===== config.mk =====
export PLATFORM = sky130hd
export DESIGN_NAME = instr_fetch_flat
export DESIGN_NICKNAME = d
export VERILOG_FILES = /design/src/rtl/instr_fetch_if.sv /design/src/rtl/instr_fetch.sv /design/src/flat_wrapper.sv
export SDC_FILE = /design/constraint.sdc
export NUM_CORES = 1
export LEC_CHECK = 0
export ABC_CLOCK_PERIOD_IN_PS = 2300
export CORE_MARGIN = 2
export CORE_UTILIZATION = 40
export CTS_CLUSTER_DIAMETER = 80
export DETAILED_ROUTE_END_ITERATION = 12
export PLACE_DENSITY = 0.74
export SLEW_MARGIN = 20
export SYNTH_ARGS = -nofsm -noshare
export SYNTH_HDL_FRONTEND = slang
export SYNTH_SLANG_ARGS = --single-unit

===== constraint.sdc =====
create_clock -name clk -period 2.3 [get_ports clk]
set_clock_uncertainty 0.1 [all_clocks]
set_input_delay 0.23 -clock clk [delete_from_list [all_inputs] [get_ports clk]]
set_output_delay 0.23 -clock clk [all_outputs]
set_load 0.02 [all_outputs]

===== src/rtl/instr_fetch_if.sv =====
// -----------------------------------------------------------------------------
// instr_fetch_if
// Instruction-memory bus between the fetch stage and instruction memory.
// Request/grant for issue, followed by an in-order response-valid beat.
//   imem_req    fetch -> mem  request valid
//   imem_addr   fetch -> mem  word-aligned fetch address
//   imem_gnt    mem -> fetch  request accepted this cycle
//   imem_rvalid mem -> fetch  response valid (at most one per issue)
//   imem_rdata  mem -> fetch  response word
// -----------------------------------------------------------------------------
interface instr_fetch_if;
  logic        imem_req;
  logic [31:0] imem_addr;
  logic        imem_gnt;
  logic        imem_rvalid;
  logic [31:0] imem_rdata;

  modport master (
    output imem_req,
    output imem_addr,
    input  imem_gnt,
    input  imem_rvalid,
    input  imem_rdata
  );

  modport slave (
    input  imem_req,
    input  imem_addr,
    output imem_gnt,
    output imem_rvalid,
    output imem_rdata
  );
endinterface


===== src/rtl/instr_fetch.sv =====
// -----------------------------------------------------------------------------
// instr_fetch
// Instruction fetch stage. Holds the PC, issues one word request at a time to
// instruction memory and buffers returned words in a 2-entry FIFO that feeds
// decode. A PCSrc redirect flushes the FIFO and squashes any in-flight fetch.
// Ports:
//   clk, rst_n          clock, asynchronous active-low reset
//   imem (master)       instruction-memory request/grant/response bus
//   PCSrc, PCTarget     redirect request and target (low two bits ignored)
//   Instr, InstrPC      FIFO head word and its PC (NOP_INSTR / 0 when empty)
//   instr_valid         FIFO non-empty
//   instr_ready         decode consumes the head
// -----------------------------------------------------------------------------
module instr_fetch #(
  parameter logic [31:0] RESET_PC  = 32'h0000_0000,
  parameter logic [31:0] NOP_INSTR = 32'h0000_0013
) (
  input  logic                 clk,
  input  logic                 rst_n,
  instr_fetch_if.master        imem,
  input  logic                 PCSrc,
  input  logic [31:0]          PCTarget,
  output logic [31:0]          Instr,
  output logic [31:0]          InstrPC,
  output logic                 instr_valid,
  input  logic                 instr_ready
);

  typedef enum logic [1:0] {
    S_REQ  = 2'd0,
    S_WAIT = 2'd1,
    S_HOLD = 2'd2
  } state_e;

  state_e      state_q, state_d;
  logic        req_q, req_d;
  logic [31:0] fetch_pc_q, fetch_pc_d;
  logic [31:0] out_pc_q, out_pc_d;
  logic        outstanding_q, outstanding_d;
  logic        discard_q, discard_d;
  logic [1:0]  count_q, count_d;
  logic        head_q, head_d;
  logic [31:0] fifo_pc_q  [2];
  logic [31:0] fifo_pc_d  [2];
  logic [31:0] fifo_ins_q [2];
  logic [31:0] fifo_ins_d [2];

  logic        issue_s;
  logic        resp_s;
  logic        push_s;
  logic        pop_s;
  logic        kept_s;
  logic        tail_s;
  logic [1:0]  count_nx_s;

  // Next-state, datapath and FSM transition logic.
  always_comb begin
    state_d       = state_q;
    fetch_pc_d    = fetch_pc_q;
    out_pc_d      = out_pc_q;
    outstanding_d = outstanding_q;
    discard_d     = discard_q;
    count_d       = count_q;
    head_d        = head_q;
    fifo_pc_d     = fifo_pc_q;
    fifo_ins_d    = fifo_ins_q;

    // req_q is only ever high in S_REQ, which implies nothing in flight and
    // room for the returning word, so a push can never hit a full FIFO.
    issue_s    = req_q & imem.imem_gnt;
    resp_s     = imem.imem_rvalid & outstanding_q;
    push_s     = resp_s & ~discard_q;
    pop_s      = (count_q != 2'd0) & instr_ready;
    // A request survives a redirect if it was in flight and its response did
    // not land this cycle, or if it is being issued right now.
    kept_s     = (outstanding_q & ~imem.imem_rvalid) | issue_s;
    tail_s     = head_q ^ count_q[0];
    count_nx_s = count_q + {1'b0, push_s} - {1'b0, pop_s};

    if (PCSrc) begin
      fetch_pc_d    = {PCTarget[31:2], 2'b00};
      count_d       = 2'd0;
      outstanding_d = kept_s;
      discard_d     = kept_s;
      if (kept_s) begin
        state_d = S_WAIT;
      end else begin
        state_d = S_REQ;
      end
    end else begin
      if (issue_s) begin
        out_pc_d      = fetch_pc_q;
        fetch_pc_d    = fetch_pc_q + 32'd4;
        outstanding_d = 1'b1;
      end else begin
        out_pc_d = out_pc_q;
      end

      if (resp_s) begin
        outstanding_d = 1'b0;
        if (discard_q) begin
          discard_d = 1'b0;
        end else begin
          fifo_pc_d[tail_s]  = out_pc_q;
          fifo_ins_d[tail_s] = imem.imem_rdata;
        end
      end else begin
        discard_d = discard_q;
      end

      if (pop_s) begin
        head_d = ~head_q;
      end else begin
        head_d = head_q;
      end

      count_d = count_nx_s;

      case (state_q)
        S_REQ: begin
          if (issue_s) begin
            state_d = S_WAIT;
          end else begin
            state_d = S_REQ;
          end
        end
        S_WAIT: begin
          if (!resp_s) begin
            state_d = S_WAIT;
          end else if (count_nx_s == 2'd2) begin
            state_d = S_HOLD;
          end else begin
            state_d = S_REQ;
          end
        end
        S_HOLD: begin
          if (count_nx_s == 2'd2) begin
            state_d = S_HOLD;
          end else begin
            state_d = S_REQ;
          end
        end
        default: begin
          state_d = S_REQ;
        end
      endcase
    end

    // Request is registered: it follows the state being entered.
    req_d = (state_d == S_REQ);
  end

  // State and datapath registers.
  always_ff @(posedge clk or negedge rst_n) begin
    if (!rst_n) begin
      state_q       <= S_REQ;
      req_q         <= 1'b0;
      fetch_pc_q    <= RESET_PC;
      out_pc_q      <= 32'h0000_0000;
      outstanding_q <= 1'b0;
      discard_q     <= 1'b0;
      count_q       <= 2'd0;
      head_q        <= 1'b0;
      fifo_pc_q[0]  <= 32'h0000_0000;
      fifo_pc_q[1]  <= 32'h0000_0000;
      fifo_ins_q[0] <= 32'h0000_0000;
      fifo_ins_q[1] <= 32'h0000_0000;
    end else begin
      state_q       <= state_d;
      req_q         <= req_d;
      fetch_pc_q    <= fetch_pc_d;
      out_pc_q      <= out_pc_d;
      outstanding_q <= outstanding_d;
      discard_q     <= discard_d;
      count_q       <= count_d;
      head_q        <= head_d;
      fifo_pc_q     <= fifo_pc_d;
      fifo_ins_q    <= fifo_ins_d;
    end
  end

  assign imem.imem_req  = req_q;
  assign imem.imem_addr = fetch_pc_q;

  // Decode-side view of the FIFO head; depends on registers only.
  always_comb begin
    if (count_q != 2'd0) begin
      Instr       = fifo_ins_q[head_q];
      InstrPC     = fifo_pc_q[head_q];
      instr_valid = 1'b1;
    end else begin
      Instr       = NOP_INSTR;
      InstrPC     = 32'h0000_0000;
      instr_valid = 1'b0;
    end
  end

endmodule


===== src/flat_wrapper.sv =====
// flat-port wrapper written by rule: the top's interface ports become plain ports
module instr_fetch_flat 
#(
  parameter logic [31:0] RESET_PC  = 32'h0000_0000,
  parameter logic [31:0] NOP_INSTR = 32'h0000_0013
)
  (clk, rst_n, PCSrc, PCTarget, Instr, InstrPC, instr_valid, instr_ready, imem_imem_req, imem_imem_addr, imem_imem_gnt, imem_imem_rvalid, imem_imem_rdata);
  instr_fetch_if imem_i ();
  input  logic clk;
  input  logic rst_n;
  input  logic PCSrc;
  input  logic [31:0] PCTarget;
  output logic [31:0] Instr;
  output logic [31:0] InstrPC;
  output logic instr_valid;
  input  logic instr_ready;
  output wire logic [$bits(imem_i.imem_req)-1:0] imem_imem_req;
  output wire logic [$bits(imem_i.imem_addr)-1:0] imem_imem_addr;
  input wire logic [$bits(imem_i.imem_gnt)-1:0] imem_imem_gnt;
  input wire logic [$bits(imem_i.imem_rvalid)-1:0] imem_imem_rvalid;
  input wire logic [$bits(imem_i.imem_rdata)-1:0] imem_imem_rdata;
  assign imem_imem_req = imem_i.imem_req;
  assign imem_imem_addr = imem_i.imem_addr;
  assign imem_i.imem_gnt = imem_imem_gnt;
  assign imem_i.imem_rvalid = imem_imem_rvalid;
  assign imem_i.imem_rdata = imem_imem_rdata;
  instr_fetch #(.RESET_PC(RESET_PC), .NOP_INSTR(NOP_INSTR)) u_core (.clk(clk), .rst_n(rst_n), .imem(imem_i), .PCSrc(PCSrc), .PCTarget(PCTarget), .Instr(Instr), .InstrPC(InstrPC), .instr_valid(instr_valid), .instr_ready(instr_ready));
endmodule

==> load_flow_metrics.sql <==
INSERT INTO impl_metrics (metric_group, metric, value, unit) VALUES
('run_status', 'run_status', 'complete, no violations', ''),
('clocking', 'clock-sinks', '192', ''),
('sta', 'rsz0062_at_grt', 'no', ''),
('clocking', 'tritoncts_clock_tree', 'yes', ''),
('route', 'initialDrtViolationCount', '274', ''),
('layout', 'commonest_non_fill_non_tap_cell_in_the_layout', 'dfrtp_1', ''),
('synth', 'number_of_instances_in_the_synthesized_netlist', '729', ''),
('synth', 'syn-cell-area', '0.00882', 'mm2'),
('clocking', 'cts-buffers-inserted', '17', ''),
('pwr', 'power.ir.vdd_worst', '0.498', 'mV'),
('pwr', 'switchingPower', '4620', 'uW'),
('clocking', 'ctsRootBufferMaster', 'clkbuf_16', ''),
('pwr', 'p_int', '9040', 'uW'),
('critical_path', 'r2r_slack', '0.20', 'ns'),
('floorplanning', 'die_h', '153', 'um'),
('floorplanning', 'num_io_pins', '168', ''),
('grt', 'global_route.usage.total', '0.174', ''),
('clocking', 'htree_num_levels', '4', ''),
('sta', 'setup_violations', '0', ''),
('synth', 'yosys_warnings', '0', ''),
('synth', 'synth_seq_cells', '192', ''),
('sta', 'timing.fmax', '464', 'MHz'),
('critical_path', 'reg2reg_from', 'u_core.imem.imem_addr[10]', ''),
('synth', 'syn-mean-instance-area', '12.1', 'um2'),
('route', 'routed_wire_length_per_instance', '16.6', 'um'),
('layout', 'layout.nets', '978', ''),
('grt', 'grt_pass1_vias', '6201', ''),
('synth', 'synth.distinct_cells', '40', ''),
('critical_path', 'path_class', 'reg2out', ''),
('layout', 'layout.core_utilization', '0.530', ''),
('sta', 'final-max-slew-violation-count', '0', ''),
('pwr', 'power.share.switching', '0.338', ''),
('layout', 'most_used_cells_in_the_layout_excluding_fill_and_tap_cells', 'dfrtp_1, mux2_2, clkdlybuf4s50_1', ''),
('floorplanning', 'dieArea', '0.0233', 'mm2'),
('floorplanning', 'die_width', '153', 'um'),
('pwr', 'p_clk_frac', '0.213', ''),
('pwr', 'share_seq_of_total_power', '0.414', ''),
('grt', 'grt_antenna_before_repair', '0', ''),
('critical_path', 'critical_path_peak_fanout', '30', ''),
('clocking', 'cts.clk_slew.worst_paths', '0.07', 'ns'),
('critical_path', 'cp_data_arrival_time', '1.83', 'ns'),
('layout', 'areaGrowthSynthToFinish', '30.7', '%'),
('floorplanning', 'core_area', '0.0218', 'mm2'),
('sta', 'totalNegativeSetupSlack', '0', 'ns'),
('grt', 'maximum_number_of_pins_on_one_net_before_global_route_repair', '71', ''),
('route', 'route.final.wire_length', '19900', 'um'),
('min_path', 'hp-class', 'in2async', ''),
('pwr', 'power.combinational.fraction', '0.373', ''),
('critical_path', 'r2r_cells', '4', ''),
('route', 'ant_nets', '0', ''),
('synth', 'number_of_flops_mapped_to_enable_cells_by_yosys', '0', ''),
('critical_path', 'crit_start_category', 'flip-flop', ''),
('route', 'dr.pass1.iters', '4', ''),
('sta', 'timing.final.crit_period', '2.16', 'ns'),
('critical_path', 'crit_path_end_kind', 'output pin', ''),
('layout', 'antennaDiodeCount', '0', ''),
('placed_design', 'number_of_buffers_added_on_ports', '161', ''),
('sta', 'timing.max_slew.rel_slack', '0.587', ''),
('synth', 'ys_seq_area_frac', '0.545', ''),
('synth', 'ys.flop_type', 'dfrtp_1', ''),
('clocking', 'clock_path_buffers', '2', ''),
('placed_design', 'globalplace.congestion', '0.765', ''),
('route', 'vias', '6177', ''),
('layout', 'proportion_of_layout_cells_with_a_drive_suffix_above_1', '0.254', ''),
('grt', 'grt_pass1_wl', '32600', 'um'),
('route', 'route.detailed.drc', '0', ''),
('critical_path', 'worstReg2RegEnd', 'u_core.imem.imem_addr[19]', ''),
('grt', 'grt_remaining_overflow', '0', ''),
('sta', 'worst_slew_pin_slew', '0.620', 'ns'),
('critical_path', 'crit_required', '1.97', 'ns'),
('pwr', 'leakagePower', '0.00533', 'uW'),
('flow_run', 'drv.max_cap_violation_count', '0', ''),
('route', 'vias_per_cell', '5.16', ''),
('pwr', 'power_density', '1180', 'mW/mm2'),
('floorplanning', 'row_count', '54', ''),
('floorplanning', 'floorplan.initialDensity', '0.406', ''),
('clocking', 'clk_latency', '0.43', 'ns'),
('placed_design', 'place.detailed.hpwl', '13800', 'um'),
('sta', 'post-route-period-util', '0.937', ''),
('synth', 'async_flop_share', '1.00', ''),
('sta', 'finalHoldViolCount', '0', '');
## state kept, by name (all words and copies together) (netlist names)
register / count
u_core.imem.imem_addr: 30
u_core.state_q: 2
u_core.fifo_ins_q: 64
u_core.outstanding_q: 1
u_core.out_pc_q: 30
u_core.count_q: 2
u_core.head_q: 1
u_core.fifo_pc_q: 60
u_core.imem.imem_req: 1
u_core.discard_q: 1
## layout make-up
class / count / area (um2)
Clock buffer: 20 / 447
Fill cell: 1930 / 10200
Inverter: 9 / 33.8
Multi-Input combinational cell: 481 / 3790
Sequential cell: 192 / 4810
Clock inverter: 11 / 133
Tap cell: 280 / 350
Timing Repair Buffer: 204 / 1970
## power by group through the flow
| stage | registers (uW) | clock network (uW) | logic [uW] |
|---|---|---|---|
| 2_1_floorplan | 5470 | 0 | 3470 |
| 3_3_place_gp | 5650 | 0 | 5300 |
| 3_5_place_dp | 5740 | 0 | 5390 |
| 4_1_cts | 5650 | 2990 | 5180 |
| 5_1_grt | 5840 | 3140 | 5540 |
| 6_report | 5650 | 2910 | 5090 |
## synthesized netlist by cell type, types with 12 or more instances
library cell | number | area [um2]
a31oi_1 | 16 | 100
buf_1 | 12 | 45.0
clkbuf_1 | 30 | 113
dfrtp_1 | 192 | 4800
mux2_2 | 151 | 1700
mux2i_1 | 63 | 631
nand2_1 | 33 | 124
nand3_1 | 20 | 100
nor2_1 | 82 | 308
o21ai_0 | 21 | 105
o31ai_1 | 13 | 97.6
or4_1 | 17 | 128
## routing by layer
layer  GRT usage  vias to the layer above  routed length [um]
li1            -                     2949                   -
met1       0.238                     3072                9610
met2       0.284                      141                9350
met3      0.0364                       15                 711
met4      0.0410                        0                 180
met5           0                        -                   0
## cell families after synthesis
| group | Yosys count | synth area share |
|---|---|---|
| AOI/OAI and AO/OA | 57 | 0.0401 |
| xor gates and xnor gates | 16 | 0.0159 |
| adders and majority gates | 3 | 0.00425 |
| buffers and inverters | 59 | 0.0288 |
| DFF | 192 | 0.545 |
| muxes | 214 | 0.264 |
| other | 1 | 0.000425 |
| and+or+nand+nor | 187 | 0.102 |
## worst max path at each step
stage,from,cells after the start,slack [ns],to
finish,u_core.head_q,4,0.14,Instr[13]
floorplan,u_core.imem.imem_addr[11],6,0.06,u_core.imem.imem_addr[26]
detailed placement,instr_ready,8,0.10,u_core.imem.imem_req
global route,u_core.head_q,4,0.07,Instr[13]
global placement,imem_imem_gnt,5,0.12,u_core.imem.imem_addr[25]
CTS,u_core.imem.imem_addr[2],5,0.12,u_core.imem.imem_addr[28]
## through the flow
step | cell area [um2] | power, uW | setup WS (ns) | std cells | hold WS (ns)
finish | 11500 | 13700 | 0.145 | 1197 | 0.256
global route | 11500 | 14500 | 0.0726 | 1197 | 0.256
CTS | 11500 | 13800 | 0.120 | 1197 | 0.237
detailed placement | 11000 | 11100 | 0.101 | 1163 | 0.183
global placement | 11000 | 10900 | 0.118 | 1163 | 0.180
floorplan | 8830 | 8930 | 0.0604 | 732 | -0.166
## worst max-delay path: stages (launching register included)
cell,delay (ns)
dfrtp_4,0.49
buf_16,0.25
mux2i_1,0.28
nor2_1,0.06
dlygate4sd2_1,0.32
## timing repair
action                     4_1_cts  5_1_grt
setup endpoints to repair       58        5
buffers inserted                 2        0
resized for setup               63        1
pin swaps                        0        0
hold buffers                     1        0
hold endpoints to repair        63        0
No activity file was read; power rests on OpenSTA's default activity.
